===== src/rtl/uart_tx_arbiter.sv =====
// uart_tx_arbiter: round-robin arbiter/sequencer sharing one UART TX among
// NUM_REQ byte requesters. Issues one data_valid per grant, follows tx_busy
// through the frame, then inserts GAP_CYCLES idle clocks before re-arbitrating.
// Optional build macro: UART_ARB_PRIO_EN gives requester 0 strict priority.
//
// state     | meaning
// ----------+------------------------------------------------------------
// IDLE      | arbitrating; grants when TX is idle and someone requests
// ISSUE     | tx_data_valid high for this single cycle
// WAIT_BUSY | waiting for TX to raise tx_busy; times out after BUSY_TIMEOUT
// WAIT_DONE | frame in flight; waiting for tx_busy to fall
// GAP       | inter-frame idle gap of GAP_CYCLES clocks
module uart_tx_arbiter #(
    parameter int NUM_REQ      = 4,
    parameter int DATA_WIDTH   = 8,
    parameter int GAP_CYCLES   = 0,
    parameter int BUSY_TIMEOUT = 16
) (
    input  logic                          clk,
    input  logic                          rst_n,
    input  logic [NUM_REQ-1:0]            req_valid,
    input  logic [NUM_REQ*DATA_WIDTH-1:0] req_data,
    input  logic [NUM_REQ-1:0]            cfg_par_en,
    input  logic [NUM_REQ-1:0]            cfg_par_typ,
    output logic [NUM_REQ-1:0]            req_ready,
    input  logic                          tx_busy,
    output logic                          tx_data_valid,
    output logic [DATA_WIDTH-1:0]         tx_p_data,
    output logic                          tx_par_en,
    output logic                          tx_par_typ,
    output logic [$clog2(NUM_REQ)-1:0]    grant_id,
    output logic                          arb_busy,
    output logic                          err_timeout
);

    localparam int IW = $clog2(NUM_REQ);
    localparam int GW = (GAP_CYCLES < 2) ? 1 : $clog2(GAP_CYCLES);
    localparam int TW = $clog2(BUSY_TIMEOUT);
    localparam logic [GW-1:0] GAP_LAST = GW'((GAP_CYCLES > 0) ? GAP_CYCLES - 1 : 0);
    localparam logic [TW-1:0] TO_LAST  = TW'(BUSY_TIMEOUT - 1);
    localparam logic [IW-1:0] PTR_LAST = IW'(NUM_REQ - 1);

    typedef enum logic [2:0] {
        S_IDLE,
        S_ISSUE,
        S_WAIT_BUSY,
        S_WAIT_DONE,
        S_GAP
    } state_t;

    state_t                state_q, state_d;
    logic [IW-1:0]         ptr_q, ptr_d;
    logic [GW-1:0]         gap_cnt_q, gap_cnt_d;
    logic [TW-1:0]         to_cnt_q, to_cnt_d;
    logic                  tx_data_valid_q, tx_data_valid_d;
    logic [DATA_WIDTH-1:0] tx_p_data_q, tx_p_data_d;
    logic                  tx_par_en_q, tx_par_en_d;
    logic                  tx_par_typ_q, tx_par_typ_d;
    logic [IW-1:0]         grant_id_q, grant_id_d;
    logic                  err_timeout_q, err_timeout_d;

    logic [NUM_REQ-1:0]    rr_mask;
    logic                  sel_found;
    logic                  sel_keep_ptr;
    logic [IW-1:0]         sel_idx;
    logic                  grant;

    // Pick the first requester at or after the pointer (wrapping); with the
    // priority build, requester 0 overrides and is excluded from the rotation.
    always_comb begin
        int            idx;
        logic [IW-1:0] cand;
        idx          = 0;
        cand         = '0;
        rr_mask      = req_valid;
        sel_found    = 1'b0;
        sel_keep_ptr = 1'b0;
        sel_idx      = '0;
`ifdef UART_ARB_PRIO_EN
        rr_mask[0] = 1'b0;
`endif
        for (int k = 0; k < NUM_REQ; k++) begin
            idx = int'(ptr_q) + k;
            if (idx >= NUM_REQ) begin
                idx = idx - NUM_REQ;
            end
            cand = IW'(idx);
            if (!sel_found && rr_mask[cand]) begin
                sel_found = 1'b1;
                sel_idx   = cand;
            end
        end
`ifdef UART_ARB_PRIO_EN
        if (req_valid[0]) begin
            sel_found    = 1'b1;
            sel_idx      = '0;
            sel_keep_ptr = 1'b1;
        end
`endif
    end

    // Grant strobe: only from IDLE and only while the TX reports idle.
    always_comb begin
        grant     = (state_q == S_IDLE) && !tx_busy && sel_found;
        req_ready = '0;
        if (grant) begin
            req_ready[sel_idx] = 1'b1;
        end
    end

    // Next-state and registered-output logic for the sequencer.
    always_comb begin
        state_d         = state_q;
        ptr_d           = ptr_q;
        gap_cnt_d       = gap_cnt_q;
        to_cnt_d        = to_cnt_q;
        tx_data_valid_d = 1'b0;
        tx_p_data_d     = tx_p_data_q;
        tx_par_en_d     = tx_par_en_q;
        tx_par_typ_d    = tx_par_typ_q;
        grant_id_d      = grant_id_q;
        err_timeout_d   = err_timeout_q;
        case (state_q)
            S_IDLE: begin
                if (grant) begin
                    tx_data_valid_d = 1'b1;
                    tx_p_data_d     = req_data[sel_idx*DATA_WIDTH +: DATA_WIDTH];
                    tx_par_en_d     = cfg_par_en[sel_idx];
                    tx_par_typ_d    = cfg_par_typ[sel_idx];
                    grant_id_d      = sel_idx;
                    if (!sel_keep_ptr) begin
                        ptr_d = (sel_idx == PTR_LAST) ? '0 : sel_idx + IW'(1);
                    end
                    state_d = S_ISSUE;
                end
            end
            S_ISSUE: begin
                to_cnt_d = '0;
                state_d  = S_WAIT_BUSY;
            end
            S_WAIT_BUSY: begin
                if (tx_busy) begin
                    to_cnt_d = '0;
                    state_d  = S_WAIT_DONE;
                end else if (to_cnt_q == TO_LAST) begin
                    to_cnt_d      = '0;
                    err_timeout_d = 1'b1;
                    state_d       = S_IDLE;
                end else begin
                    to_cnt_d = to_cnt_q + TW'(1);
                end
            end
            S_WAIT_DONE: begin
                if (!tx_busy) begin
                    gap_cnt_d = '0;
                    state_d   = (GAP_CYCLES > 0) ? S_GAP : S_IDLE;
                end
            end
            S_GAP: begin
                if (gap_cnt_q == GAP_LAST) begin
                    gap_cnt_d = '0;
                    state_d   = S_IDLE;
                end else begin
                    gap_cnt_d = gap_cnt_q + GW'(1);
                end
            end
            default: state_d = S_IDLE;
        endcase
    end

    // State and output registers with synchronous active-low reset.
    always_ff @(posedge clk) begin
        if (!rst_n) begin
            state_q         <= S_IDLE;
            ptr_q           <= '0;
            gap_cnt_q       <= '0;
            to_cnt_q        <= '0;
            tx_data_valid_q <= 1'b0;
            tx_p_data_q     <= '0;
            tx_par_en_q     <= 1'b0;
            tx_par_typ_q    <= 1'b0;
            grant_id_q      <= '0;
            err_timeout_q   <= 1'b0;
        end else begin
            state_q         <= state_d;
            ptr_q           <= ptr_d;
            gap_cnt_q       <= gap_cnt_d;
            to_cnt_q        <= to_cnt_d;
            tx_data_valid_q <= tx_data_valid_d;
            tx_p_data_q     <= tx_p_data_d;
            tx_par_en_q     <= tx_par_en_d;
            tx_par_typ_q    <= tx_par_typ_d;
            grant_id_q      <= grant_id_d;
            err_timeout_q   <= err_timeout_d;
        end
    end

    assign tx_data_valid = tx_data_valid_q;
    assign tx_p_data     = tx_p_data_q;
    assign tx_par_en     = tx_par_en_q;
    assign tx_par_typ    = tx_par_typ_q;
    assign grant_id      = grant_id_q;
    assign err_timeout   = err_timeout_q;
    assign arb_busy      = (state_q != S_IDLE);

endmodule

===== config.mk =====
export PLATFORM = sky130hd
export DESIGN_NAME = uart_tx_arbiter
export DESIGN_NICKNAME = d
export VERILOG_FILES = /design/src/rtl/uart_tx_arbiter.sv
export SDC_FILE = /design/constraint.sdc
export NUM_CORES = 1
export LEC_CHECK = 0
export BUFFER_PORTS_ARGS = -buffer_cell sky130_fd_sc_hd__clkbuf_2
export CAP_MARGIN = 15
export CORE_MARGIN = 3
export CORE_UTILIZATION = 41
export DETAILED_ROUTE_END_ITERATION = 7
export PLACE_DENSITY = 0.81
export SLEW_MARGIN = 20
export SYNTH_ARGS = -nofsm -noshare
export SYNTH_HDL_FRONTEND = slang
export SYNTH_SLANG_ARGS = --single-unit

===== constraint.sdc =====
create_clock -name clk -period 1.4 [get_ports clk]
set_input_delay 0.14 -clock clk [delete_from_list [all_inputs] [get_ports clk]]
set_output_delay 0.14 -clock clk [all_outputs]
set_load 0.01 [all_outputs]

==> flow_metrics.tcl, run 1 <==
set metrics [dict create \
    status "finished, violations left" \
    violations "setup timing" \
    yosys_warnings 0 \
    r2r_setup_slack_ps -350 \
    route.final.wire_length_um 4190 \
    ys_top_cells_by_count "mux2i_1, dfxtp_1, nand3_1" \
    io_pins 66 \
    postRouteAntennaNets 0 \
    pwr-share-comb 0.618 \
    worst_r2r_path_depth 7 \
    slew_violations 0 \
    dr.pass1.iters 5 \
    fin_worst_skew_ps 12.4 \
    drc 0 \
    cts_tree "built" \
    rows 20 \
    antenna_found_initial 0 \
    ctsHtreeMaxLevel 1 \
    drtIter0Drc 69 \
    core_mm2 0.00313 \
    ys_seq_area_frac 0.322 \
    r2r-end "tx_p_data[2]" \
    power_w 0.00355 \
    critPathKind "reg2out" \
    grt-ovfl-total 0 \
    power_density_mw_per_mm2 1530 \
    stdcell_count 284 \
    area_delta_synth_final_pct 69.5 \
    cts_sinks 22 \
    dieArea_mm2 0.00407 \
    grt_max_degree 22 \
    grt_pass1_vias 1421 \
    p_switching_w 0.00131 \
    clk_pin_slew_ps 130 \
    cts_hold_buf 0 \
    grt_pass1_wl_um 6250 \
    gp_congestion 0.785 \
    crit_path_end_kind "primary output" \
    syn_inst 147 \
    viasPerCell 5.23 \
    synthesis.area_mm2 0.00137 \
    internal_power_w 0.00224 \
    min-delay-start "req_data[6]" \
    rsz0062_at_grt "yes" \
    placedCellCount 272 \
    cts_buffers 3 \
    drive_gt1_frac 0.588 \
    vdd_drop_max_mv 0.784 \
    clockPowerShare 0.138 \
    maxCapViolations 0 \
    dp_slack_ps -135 \
    final_cell_area_mm2 0.00232 \
    diodes 0 \
    power_leakage_nw 1.08 \
    setup_ws_ps -482 \
    hold_viol_final 0 \
    ys_ff_latch 22 \
    syn_area_per_cell_um2 9.31 \
    place_hpwl_um 2640 \
    port_buffers 65 \
    r2r_start "ptr_q[1]" \
    track_usage 0.191 \
    power_frac_seq 0.244 \
    clockRootBuffer "clkbuf_4" \
    period_share 1.34 \
    synthMostInstantiatedCell "mux2i_1" \
    start_util 0.438 \
    num_vias 1486 \
    die_y_um 63.8 \
    cp_max_fo 3 \
    sw_frac_of_total 0.369 \
    clkLatencyLatePin_ps 310 \
    ys_async_sr_fraction 0 \
    crit_start "ptr_q[1]" \
    worstSetupStartpointType "flip-flop" \
    yosysTopAreaCell "dfxtp_1" \
    placed_cell_area_mm2 0.00195 \
    cp.required_ps 1260 \
    maxSlewHeadroom 0.787 \
    fin_nets 297 \
    finalCriticalPeriod_ps 1880 \
    synthFlopType "dfxtp_1" \
    synth.area.top_cells "dfxtp_1, mux2i_1, ha_1, o221ai_1, nand3_1" \
    synth_top_area_frac 0.322 \
    cts_buffer_depth 2 \
    syn-num-nets 203 \
    cp.arrival_ps 1740 \
    hold_path_depth 3 \
    hp-class "in2reg" \
    synth_edf_count 0 \
    tightest_slew_ps 319 \
    setup_viol 18 \
    critPathCapture "req_ready[1]" \
    synth_cell_types 32 \
    fmax_mhz 531 \
    wl_per_cell_um 14.7 \
    die_width_um 63.8 \
]
==> kinds of logic (layout without fill, tap and decap cells) <==
logic type      count (synthesis)  in the layout  synth area share
flops                          22             22             0.322
simple gates                   47             47             0.177
compound gates                 32             32             0.182
buf+inv                        14            107            0.0686
mux                            23             23             0.168
fa+ha+maj                       9              9            0.0823
==> registers in the layout (all words and copies together), names as in the netlist <==
register and flops:
err_timeout 1, tx_par_en 1, grant_id 2, tx_p_data 8, tx_par_typ 1, tx_data_valid 1
state_q 2, ptr_q 2, to_cnt_q 4
==> metrics by stage <==
step,setup TNS [ps],util,hold slack (ps)
after floorplan,-623,-,294
after global placement,-1470,0.623,433
after detailed placement,-1700,0.623,445
after CTS,-4210,0.678,107
after global routing,-5860,0.742,117
final,-4730,0.742,109
==> what timing repair did <==
action,4_1_cts,5_1_grt
gates cloned,2,0
pin swaps,3,8
resized for setup,11,43
setup endpoints to repair,17,21
setup buffers,4,5
==> layer usage <==
layer  up-vias  global-route usage  wire (µm)
li1        720                   -          -
met1       689               0.229       1720
met2        73               0.342       2110
met3         4              0.0439        329
met4         0              0.0404         25
met5         -                   0          0
==> placed cells by master, fill, tap and decap left out, types with 4 or more instances in the layout <==
cell type  count
nand3_1       12
clkbuf_2      61
buf_6         10
ha_4           6
buf_4         21
inv_2          4
mux2i_1       19
dfxtp_1       18
and3_4         4
o221ai_1       9
nand2_1        9
nor2b_1        4
==> power groups by stage <==
stage               Clock, W  Combinational [W]  Sequential [W]
finish              0.000489            0.00220        0.000867
global route        0.000514            0.00236        0.000881
CTS                 0.000495            0.00181        0.000854
detailed placement         0            0.00156        0.000855
global placement           0            0.00152        0.000856
floorplan                  0           0.000915        0.000913
==> final cells by class <==
cell class / instances / area (µm²)
multi-input combinational: 111 / 1050
fill: 217 / 808
timing repair buffer: 96 / 676
sequential: 22 / 448
tap: 44 / 55.1
inverter: 7 / 33.8
clock inverter: 1 / 30.0
clock buffer: 3 / 22.5
==> worst min path at each step <==
stage / to
after floorplan: to_cnt_q[1]
after global placement: tx_par_en
after detailed placement: tx_p_data[5]
after CTS: tx_p_data[0]
after global routing: tx_p_data[0]
final: tx_p_data[6]
==> worst max-delay path, cell delays in order (launching register included) <==
cell and delay [ps]:
dfxtp_2 350, a21o_1 170, a21oi_2 140, o22a_1 190, buf_6 140, inv_8 40, ha_4 140, and3_4 160
buf_6 110
No activity file was read; power rests on OpenSTA's default activity.
==> run 2, diff against run 1 <==
Settings changed: CORE_UTILIZATION 41 to 49, PLACE_DENSITY 0.81 to 0.9.
Clock period 1.4 ns to 2.4 ns, I/O delays scaled along.
==> run 2 against run 1 <==
The run now ends clean; die area decreased by 15%; register-to-register slack gained 940 ps; worst hold slack gained 110 ps; utilization decreased by 7.0 points; non-clock buffer count shrank 30; clock power is 43% lower; first-iteration DRC count is 25% lower; flip-flop and latch count unchanged; sequential share of layout area rose by 6.2 points; combinational power shrank 69%; global-route usage increased by 0.45 points; count of clock-buffer cells in the layout is the same; critical path type unchanged; critical endpoint is now req_ready[2].
==> flow_metrics.tcl, run 2 (same netlist as run 1, synthesis figures left out) <==
set metrics [dict create \
    status "complete, no violations" \
    crit_path_end_kind "primary output" \
    final_cell_mix "clkbuf_2, mux2i_1, dfxtp_1" \
    rows 18 \
    critPathKind "reg2out" \
    cts_tree "built" \
    drive_gt1_frac 0.362 \
    cts_buffers 3 \
    final_common_cell "clkbuf_2" \
    clk_pin_slew_ps 120 \
    post_cts_resized 0 \
    fmax_mhz 443 \
    fin_worst_skew_ps 1.86 \
    cts_sinks 22 \
    grt_pass1_vias 1261 \
    die_y_um 58.9 \
    fin_nets 267 \
    cp.required_ps 2160 \
    period_share 0.940 \
    area_delta_synth_final_pct 26.0 \
    setup_viol 0 \
    tightest_slew_ps 537 \
    grt-ovfl-total 0 \
    hp-class "in2reg" \
    grt_pass1_wl_um 5240 \
    diodes 0 \
    dr.pass1.iters 4 \
    port_buffers 65 \
    power_w 0.00147 \
    ctsHtreeMaxLevel 1 \
    num_vias 1319 \
    largest_reg_flops 8 \
    cp_max_fo 6 \
    finalCriticalPeriod_ps 2260 \
    track_usage 0.195 \
    gp_congestion 0.786 \
    drtIter0Drc 52 \
    postRouteAntennaNets 0 \
    multi_input_area_um2 835 \
    cts_buffer_depth 2 \
    dieArea_mm2 0.00346 \
    core_mm2 0.00257 \
    clockRootBuffer "clkbuf_4" \
    postCtsSetupBuffers 0 \
    n_fill_cell 215 \
    slew_violations 0 \
    power_density_mw_per_mm2 851 \
    io_pins 66 \
    antenna_found_initial 0 \
    register_area_um2 440 \
    maxSlewHeadroom 0.641 \
    finalSetupTns_ps 0 \
    wl_per_cell_um 13.2 \
    power_leakage_nw 0.859 \
    viasPerCell 5.50 \
    grt_max_degree 23 \
    r2r_setup_slack_ps 590 \
    worstSetupStartpointType "flip-flop" \
    start_util 0.533 \
    maxCapViolations 0 \
    clkLatencyLatePin_ps 300 \
    rsz0062_at_grt "no" \
    place_hpwl_um 2500 \
    die_width_um 58.9 \
    drc 0 \
    vdd_drop_max_mv 0.613 \
    hold_viol_final 0 \
    cts_hold_buf 0 \
    utilization 0.672 \
    route.final.wire_length_um 3160 \
    cp.arrival_ps 2020 \
]
## run 2: through the flow
step / cell area [µm²] / worst slack (ps) / hold WS [ps] / std cells
after floorplan: 1370 / 765 / 394 / 147
after global placement: 1670 / 593 / 446 / 236
after detailed placement: 1670 / 476 / 448 / 236
after CTS: 1720 / 150 / 212 / 240
after global routing: 1720 / 2.63 / 233 / 240
final: 1720 / 143 / 224 / 240
## run 2: final timing paths
| check | from | endpoint | cells past startpoint |
|---|---|---|---|
| worst max register to register | ptr_q[1] | tx_p_data[0] | 6 |
| worst max-delay path | ptr_q[0] | req_ready[2] | 7 |
| worst min register to register | grant_id[0] | grant_id[0] | 2 |
| worst min-delay path | cfg_par_en[1] | tx_par_en | 3 |
## run 2: critical path, stage by stage (launching register included)
cell and delay [ps]:
dfxtp_1 390, nand2b_1 140, a21oi_1 80, a211oi_2 490, inv_2 110, ha_1 220
and3_1 160, clkbuf_2 120
## run 2: routing by layer
| layer | vias to the layer above | GRT usage | wire length [µm] |
|---|---|---|---|
| li1 | 662 | - | - |
| met1 | 580 | 0.237 | 1290 |
| met2 | 75 | 0.336 | 1530 |
| met3 | 2 | 0.0548 | 332 |
| met4 | 0 | 0.0518 | 10 |
| met5 | - | 0 | 0 |
## run 2: layout make-up
type	count	share of cell area
Clock buffer	3	0.0131
Inverter	7	0.0152
Sequential cell	22	0.255
Multi-Input combinational cell	111	0.484
Timing Repair Buffer	66	0.193
Clock inverter	1	0.0174
Tap cell	30	0.0218
## run 2: power by group
group          switching (W)  leakage (nW)  internal [W]
sequential         0.0000565         0.180      0.000447
clock               0.000111        0.0279      0.000169
combinational       0.000390         0.652      0.000294
==> run 3, diff against run 2 <==
Settings changed: BUFFER_PORTS_ARGS -buffer_cell sky130_fd_sc_hd__clkbuf_2 to default, CORE_UTILIZATION 49 to 66, DONT_BUFFER_PORTS from default to 1, PLACE_DENSITY 0.9 to 0.88.
==> run 3 against run 2 <==
Sequential power up 7.8%; clock skew up 3.9 ps; via count down 18%.
==> flow_metrics.tcl, run 3 (same netlist as run 1, synthesis figures left out) <==
set metrics [dict create \
    status "complete, no violations" \
    hp-class "in2reg" \
    antenna_found_initial 0 \
    power_leakage_nw 0.587 \
    fmax_mhz 458 \
    maxCapViolations 0 \
    wl_per_cell_um 17.8 \
    io_pins 66 \
    register_area_um2 440 \
    area_delta_synth_final_pct 2.28 \
    cp.required_ps 2160 \
    sw_frac_of_total 0.385 \
    finalCriticalPeriod_ps 2180 \
    num_vias 1086 \
    place_hpwl_um 2300 \
    grt_pass1_wl_um 4640 \
    multi_input_area_um2 835 \
    diodes 0 \
    final_cell_mix "mux2i_1, dfxtp_1, nand3_1" \
    setup_viol 0 \
    clockPowerShare 0.209 \
    crit_path_top_delay_cell "a211oi_2" \
    route.final.wire_length_um 3050 \
    final_common_cell "mux2i_1" \
    vdd_drop_max_mv 0.831 \
    postCtsSetupBuffers 0 \
    rsz0062_at_grt "no" \
    critPathKind "reg2out" \
    power_frac_seq 0.397 \
    die_width_um 51.5 \
    drive_gt1_frac 0.0822 \
    crit_path_end_kind "primary output" \
    viasPerCell 6.35 \
    cts_buffer_depth 2 \
    core_mm2 0.00184 \
    rows 15 \
    fin_worst_skew_ps 5.72 \
    cts_hold_buf 0 \
    clkLatencyLatePin_ps 310 \
    n_fill_cell 153 \
    p_switching_w 0.000526 \
    cp.arrival_ps 1940 \
    crit_chain "nand2b_1 -> a21oi_1 -> a211oi_2 -> inv_2 -> ha_1 -> and3_1" \
    power_density_mw_per_mm2 975 \
    port_buffers 0 \
    drtIter0Drc 15 \
    largest_reg_flops 8 \
    grt_max_degree 23 \
    grt-ovfl-total 0 \
    tightest_slew_ps 524 \
    period_share 0.910 \
    clockRootBuffer "clkbuf_4" \
    pwr-share-comb 0.394 \
    grt_pass1_vias 1073 \
    ctsHtreeMaxLevel 1 \
    maxSlewHeadroom 0.650 \
    die_y_um 51.5 \
    max_stage_delay_ps 480 \
    power_w 0.00137 \
    post_cts_resized 0 \
    drc 0 \
    cp_max_fo 6 \
    clk_pin_slew_ps 130 \
    postRouteAntennaNets 0 \
    cts_sinks 22 \
    track_usage 0.228 \
    gp_congestion 0.717 \
    cts_tree "built" \
    start_util 0.744 \
    worstSetupStartpointType "flip-flop" \
    slew_violations 0 \
    utilization 0.761 \
    internal_power_w 0.000840 \
    fin_nets 203 \
    hold_viol_final 0 \
    dieArea_mm2 0.00266 \
    finalSetupTns_ps 0 \
    cts_buffers 3 \
    dr.pass1.iters 4 \
]
[run 3: cell type report]
cell class / count / share of cell area
clock buffer: 3 / 0.0161
multi-input combinational: 111 / 0.596
tap: 25 / 0.0223
timing repair buffer: 2 / 0.0107
sequential: 22 / 0.315
inverter: 7 / 0.0188
clock inverter: 1 / 0.0214
[run 3: final timing paths]
kind / from / endpoint / slack, ps / depth (start not counted)
setup / recovery: ptr_q[0] / req_ready[2] / 220 / 6
hold / removal: rst_n / err_timeout / 40 / 1
setup reg to reg: ptr_q[1] / tx_p_data[6] / 560 / 7
hold reg to reg: to_cnt_q[1] / to_cnt_q[1] / 520 / 2
[run 3: through the flow]
step | setup WS [ps] | area (µm²) | hold slack, ps | cells
3_5_place_dp | 572 | 1350 | 364 | 167
6_report | 215 | 1400 | 37.0 | 171
4_1_cts | 219 | 1400 | 34.3 | 171
2_1_floorplan | 765 | 1370 | 394 | 147
5_1_grt | 140 | 1400 | 19.2 | 171
3_3_place_gp | 635 | 1350 | 362 | 167
[run 3: power by group through the flow]
stage          Combinational, W  Clock [W]  Sequential (W)
2_1_floorplan          0.000489          0        0.000529
5_1_grt                0.000598   0.000303        0.000552
3_5_place_dp           0.000532          0        0.000550
4_1_cts                0.000536   0.000286        0.000542
6_report               0.000538   0.000285        0.000542
3_3_place_gp           0.000507          0        0.000543
[run 3: layer usage]
metal / routed length [µm] / track usage / part of all wire / vias up
met5: 0 / 0 / 0 / -
met4: 71 / 0.0961 / 0.023 / 0
met3: 257 / 0.0573 / 0.084 / 11
met2: 1510 / 0.394 / 0.49 / 44
met1: 1210 / 0.265 / 0.40 / 498
li1: - / - / - / 533
[run 3: critical path: cells and delay by family, from the launching register on]
family,cells,cell delay (ps)
flip-flops,1,400
AND/OR/NAND/NOR,2,330
adder cells (fa/ha/maj),1,220
AO/OA/AOI/OAI,2,550
buffers and inverters,1,120
